**src/rtl/cpu_pkg.sv**
```systemverilog
// Shared definitions for the CPU pipeline: FSM states, control-bit positions
// inside the WB/Mem control fields, and the default datapath width.
package cpu_pkg;

  localparam int DEF_DATA_W = 32;

  // WB control field bit positions
  localparam int REGWRITE = 1;
  localparam int MEMTOREG = 0;

  // Mem control field bit positions
  localparam int MEMREAD  = 1;
  localparam int MEMWRITE = 0;

  typedef enum logic {
    IDLE = 1'b0,
    WAIT = 1'b1
  } state_t;

endpackage

```
**src/rtl/mem_wb_reg.sv**
```systemverilog
// MEM/WB pipeline register. A load captures everything, a squash keeps the
// ALU result and rd but kills WB control, and otherwise a bubble clears WB control.
module mem_wb_reg
  import cpu_pkg::*;
#(
  parameter int DATA_W = DEF_DATA_W
) (
  input  logic              clk,
  input  logic              reset,
  input  logic              load,
  input  logic              squash,
  input  logic [1:0]        wb_in,
  input  logic [DATA_W-1:0] rdata_in,
  input  logic [DATA_W-1:0] alu_in,
  input  logic [4:0]        rd_in,
  output logic [1:0]        wb_out,
  output logic [DATA_W-1:0] rdata_out,
  output logic [DATA_W-1:0] alu_out,
  output logic [4:0]        rd_out
);

  always_ff @(posedge clk) begin
    if (reset) begin
      wb_out    <= '0;
      rdata_out <= '0;
      alu_out   <= '0;
      rd_out    <= '0;
    end else if (load) begin
      wb_out    <= wb_in;
      rdata_out <= rdata_in;
      alu_out   <= alu_in;
      rd_out    <= rd_in;
    end else if (squash) begin
      wb_out    <= '0;
      rdata_out <= '0;
      alu_out   <= alu_in;
      rd_out    <= rd_in;
    end else begin
      // bubble: only WB control is killed, the data fields hold
      wb_out    <= '0;
    end
  end

endmodule

```
**src/rtl/mem_access_ctrl.sv**
```systemverilog
// MEM-stage controller: issues the data-memory req/ack transaction, stalls the
// upstream pipeline while an access is outstanding, and loads the MEM/WB register.
module mem_access_ctrl
  import cpu_pkg::*;
#(
  parameter int DATA_W  = DEF_DATA_W,
  parameter int TIMEOUT = 16
) (
  input  logic              clk,
  input  logic              reset,
  input  logic [1:0]        wb_in,
  input  logic [1:0]        mem_in,
  input  logic [DATA_W-1:0] alu_in,
  input  logic [DATA_W-1:0] store_in,
  input  logic [4:0]        rd_in,
  output logic              dmem_req,
  output logic              dmem_we,
  output logic [DATA_W-1:0] dmem_addr,
  output logic [DATA_W-1:0] dmem_wdata,
  input  logic [DATA_W-1:0] dmem_rdata,
  input  logic              dmem_ack,
  output logic              stall,
  output logic [1:0]        wb_out,
  output logic [DATA_W-1:0] rdata_out,
  output logic [DATA_W-1:0] alu_out,
  output logic [4:0]        rd_out,
  output logic              align_err,
  output logic              bus_err
);

  localparam logic [7:0] CNT_LAST = 8'(TIMEOUT - 1);

  function automatic logic [7:0] sat_inc(input logic [7:0] v);
    return (v == 8'hFF) ? v : v + 8'd1;
  endfunction

  state_t            state;
  state_t            state_nx;
  logic [7:0]        cnt;
  logic              access;
  logic              is_write;
  logic              misaligned;
  logic              timeout_hit;
  logic              issue;
  logic              load;
  logic              squash;
  logic              align_nx;
  logic              bus_nx;
  logic [DATA_W-1:0] rdata_sel;

  assign access      = mem_in[MEMREAD] | mem_in[MEMWRITE];
  assign is_write    = mem_in[MEMWRITE];
  assign misaligned  = access && (alu_in[1:0] != 2'b00);
  assign timeout_hit = (state == WAIT) && (cnt == CNT_LAST);
  // a completing write returns no load data
  assign rdata_sel   = ((state == WAIT) && !dmem_we) ? dmem_rdata : '0;

  always_ff @(posedge clk) begin
    if (reset) state <= IDLE;
    else       state <= state_nx;
  end

  always_comb begin
    state_nx = state;
    issue    = 1'b0;
    load     = 1'b0;
    squash   = 1'b0;
    align_nx = 1'b0;
    bus_nx   = 1'b0;
    stall    = 1'b0;
    case (state)
      IDLE: begin
        if (!access) begin
          load = 1'b1;
        end else if (misaligned) begin
          squash   = 1'b1;
          align_nx = 1'b1;
        end else begin
          issue    = 1'b1;
          stall    = 1'b1;
          state_nx = WAIT;
        end
      end
      WAIT: begin
        // ack takes priority over a timeout in the same cycle
        if (dmem_ack) begin
          load     = 1'b1;
          state_nx = IDLE;
        end else if (timeout_hit) begin
          bus_nx   = 1'b1;
          state_nx = IDLE;
        end else begin
          stall    = 1'b1;
        end
      end
      default: state_nx = IDLE;
    endcase
  end

  always_ff @(posedge clk) begin
    if (reset) begin
      dmem_req   <= 1'b0;
      dmem_we    <= 1'b0;
      dmem_addr  <= '0;
      dmem_wdata <= '0;
      cnt        <= '0;
      align_err  <= 1'b0;
      bus_err    <= 1'b0;
    end else begin
      align_err <= align_nx;
      bus_err   <= bus_nx;
      if (issue) begin
        dmem_req   <= 1'b1;
        dmem_we    <= is_write;
        dmem_addr  <= alu_in;
        dmem_wdata <= store_in;
        cnt        <= '0;
      end else if (state == WAIT) begin
        if (state_nx == IDLE) dmem_req <= 1'b0;
        else                  cnt      <= sat_inc(cnt);
      end
    end
  end

  mem_wb_reg #(
    .DATA_W(DATA_W)
  ) u_mem_wb (
    .clk      (clk),
    .reset    (reset),
    .load     (load),
    .squash   (squash),
    .wb_in    (wb_in),
    .rdata_in (rdata_sel),
    .alu_in   (alu_in),
    .rd_in    (rd_in),
    .wb_out   (wb_out),
    .rdata_out(rdata_out),
    .alu_out  (alu_out),
    .rd_out   (rd_out)
  );

endmodule
```
**config.mk**
```make
export PLATFORM = sky130hd
export DESIGN_NAME = mem_access_ctrl
export DESIGN_NICKNAME = d
export VERILOG_FILES = /design/src/rtl/cpu_pkg.sv /design/src/rtl/mem_wb_reg.sv /design/src/rtl/mem_access_ctrl.sv
export SDC_FILE = /design/constraint.sdc
export NUM_CORES = 1
export LEC_CHECK = 0
export ABC_CLOCK_PERIOD_IN_PS = 2000
export CORE_MARGIN = 5
export CORE_UTILIZATION = 57
export CTS_BUF_LIST = sky130_fd_sc_hd__clkbuf_4 sky130_fd_sc_hd__clkbuf_8 sky130_fd_sc_hd__clkbuf_16
export CTS_CLUSTER_SIZE = 20
export DETAILED_ROUTE_END_ITERATION = 8
export DONT_BUFFER_PORTS = 1
export HOLD_SLACK_MARGIN = 0.08
export PLACE_DENSITY = 0.72
export SYNTH_ARGS = -nofsm -noshare
export SYNTH_HDL_FRONTEND = slang
export SYNTH_SLANG_ARGS = --single-unit
```
**constraint.sdc**
```tcl
create_clock -name clk -period 2 [get_ports clk]
set_clock_uncertainty 0.05 [all_clocks]
set_input_delay 0.4 -clock clk [delete_from_list [all_inputs] [get_ports clk]]
set_output_delay 0.4 -clock clk [all_outputs]
set_load 0.02 [all_outputs]
```
==> summary.md <==
| Metric | Value |
|---|---|
| Syn Area/Cell | `between 8 and 9 um^2` |
| Worst hold path class | `primary input to flip-flop` |
| WL/cell | `19.2 um` |
| Number of remaining DRC errors | `0` |
| Largest family of logic cells by synthesized area | `simple AND/OR/NAND/NOR gates` |
| N_diodes | `0` |
| Max stage delay on crit path | `approximately 0.53 ns` |
| Arrival time worst endpoint | `1.88 ns` |
| Top layer in use | `met4` |
| Final setup violating endpoints | `1` |
| Violated checks | `negative hold slack, negative setup slack` |
| Worst-path clk slew | `0.06 ns` |
| First-pass GRT wire length | `21,400 um` |
| Final setup TNS | `-0.335 ns` |
| Hold Fails Final Rpt | `122` |
| Number of synthesized flops with an enable pin | `0` |
| Status | `finished, violations left` |
| Max cap viols | `0` |
| Hpwl dp | `9720 um` |
| Setup crit end kind | `output pin` |
| Max stage delay cell, worst path | `or4b_4` |
| CTS tree | `built` |
| Die width | `105 um` |
| RSZ-0062 raised after global routing | `yes` |
| CTS Sinks | `about 150` |
| Crit-path cells | `or4b_4, or3_4, and2_4` |
| Post-synth ARST share | `0` |
| Yosys top cell by area | `dfxtp_1` |
| Final ANT Viol Nets | `0` |
| Vias per cell | `around 6` |
| Die ar. | `11,100 um^2` |
| Syn_nets | `727` |
| Distinct cells, synth | `36` |
| Post-synthesis simple-gate area fraction | `0.213` |
| Wire length on met1 | `4890 um` |
| Grt total ovfl | `0` |
| Post-synthesis mux area share | `0.00194` |
| # hold bufs at CTS | `9` |
| Met3 wire length | `~1800 um` |
| Total Routing Usage GR | `0.239` |
| Pin count of the biggest net entering global routing | `roughly 140` |
| Initial antenna violation count | `0` |
| Min Tclk post-route | `approximately 2.3 ns` |
| Req. time, crit path | `1.55 ns` |
| Longest Clk Path Bufs | `2` |
| DR pass1 iterations | `5` |
| Compound-cell area share of the yosys netlist | `0.173` |
| Syn-to-layout area delta | `15.4%` |
| Final Max Slew Viols | `0` |
| Io pins | `248` |
| Synth Flop Type | `dfxtp_1` |
| Share of the synthesized area in the top cell type | `0.573` |
| Delay-heaviest family, CP | `simple AND/OR/NAND/NOR gates` |
| Post-synthesis sequential area ratio | `0.573` |
| CP startpoint kind | `flip-flop` |
| Core area | `slightly below 9000 um^2` |
| Ranking of synthesized cells by area | `dfxtp_1, nand2_1, a21oi_1` |
| Worst-path fanout max | `2` |
| Max VDD drop | `between 0.5 and 0.6 mV` |
| Max Freq | `0.428 GHz` |
| Final worst-path cycle share | `1.17` |
| Yosys reg bits | `148` |
| Power Density | `1130 nW/um^2` |
| H-Tree Depth | `4` |
| Worst slew pin tran | `0.943 ns` |
| Synth Area in Adders | `0.00242` |
| Clock Latency Late Sink | `0.51 ns` |
| Initial Util | `0.590` |
| # port buffers | `0` |
| Total wire length | `14,200 um` |
| Xor and xnor fraction of the mapped netlist area | `0.00169` |
| Mapped Cells | `618` |
| Final RePlAce weighted congestion | `about 0.8` |
| Die H | `105 um` |
| Worst hold margin | `-0.0786 ns` |
| DR WL met2 | `7150 um` |
| Yosys warns | `0` |
| Num CTS Buffers | `17` |
| Worst Path Class, Setup | `flip-flop to output pin` |
| Via count | `4,316` |
| Post-Syn Area | `5170 um^2` |
| Fraction of layout cells with a size suffix above 1 | `0.100` |
| 1st-iter DRT viols | `roughly 310` |
| Buffers & Inverters on Critical Path | `0` |
| P_leak | `0.00219 uW` |
| Number of global-route vias before repair | `around 4k` |
| Final Net Count | `726` |
| Rel. slew slack | `0.372` |
| Final WS setup | `-0.335 ns` |
| Row cnt | `34` |
| Clock root cell | `clkbuf_8` |
cells in the mapped netlist, types with 2 or more instances:
cell type and instances:
nand2_1 205, dfxtp_1 148, a21oi_1 108, nor2_1 39
a22oi_1 33, clkbuf_1 23, buf_2 15, and2_1 5
or3_1 5, buf_1 4, nand3_1 3, o21ai_0 3
and3_1 2, nand4_1 2, nor3_1 2
per-stage QoR:
step	instances	cell area [um^2]	util	power [uW]	setup slack, ns
2_1_floorplan	618	5170	-	3610	0.0575
3_3_place_gp	695	5250	0.599	3660	0.0937
3_5_place_dp	695	5250	0.599	3680	0.0730
4_1_cts	737	5950	0.679	6800	-0.361
5_1_grt	738	5960	0.680	6990	-0.373
6_report	738	5960	0.680	6740	-0.335
worst paths after layout:
kind / start / slack [ns] / cells after the start / to
max: cnt[4] / -0.33 / 3 / stall
min: reset / -0.08 / 1 / dmem_addr[26]
max reg2reg: state / 0.13 / 5 / dmem_addr[1]
min reg2reg: cnt[1] / 0.44 / 2 / cnt[1]
registers in the layout, indices dropped and copies added, names as in the netlist, 2 cells and up:
name	cells
u_mem_wb.alu_out	32
u_mem_wb.rd_out	5
cnt	8
dmem_wdata	32
u_mem_wb.rdata_out	32
dmem_addr	32
u_mem_wb.wb_out	2
metal layers:
| layer | GRT usage | vias to the layer above |
|---|---|---|
| met2 | 0.394 | 218 |
| met5 | 0 | - |
| li1 | - | 2054 |
| met3 | 0.125 | 25 |
| met1 | 0.259 | 2019 |
| met4 | 0.0913 | 0 |
placed cells by master, fill, tap and decap left out, types with 4 or more instances in the layout:
cell           Yosys  routed
clkinvlp_4         0       4
or3_1              5       5
inv_6              0       4
nor2_1            39      37
dfxtp_1          148     145
buf_4              0      11
clkbuf_16          0      16
and2_1             5       4
nand2_1          205     204
a22oi_1           33      33
a21oi_1          108     108
dlygate4sd3_1      0       9
repair_timing:
action                                 in CTS  in global routing
setup buffers                               1                  0
cloned                                      0                  1
pin swaps                                   2                  1
endpoints found under the hold margin     139                134
setup endpoints to repair                   1                  3
gates resized for setup                     6                  2
power breakdown:
part / switching, uW / internal, uW
Combinational: 209 / 121
Clock: 1240 / 1860
Sequential: 238 / 3070
Total: 1690 / 5050
logic make-up after synthesis:
family	count (synthesis)
flip-flops	148
buffers and inverters	43
AO/OA/AOI/OAI	153
AND/OR/NAND/NOR	271
adder cells (fa/ha/maj)	1
multiplexers	1
XOR/XNOR	1
layout make-up:
| class | instances | area, um^2 |
|---|---|---|
| sequential | 148 | 2970 |
| inverter | 1 | 3.75 |
| timing repair buffer | 21 | 193 |
| fill | 707 | 2800 |
| clock buffer | 20 | 443 |
| clock inverter | 12 | 145 |
| tap | 108 | 135 |
| multi-input combinational | 428 | 2080 |
Power figures use the tool's default switching activity.
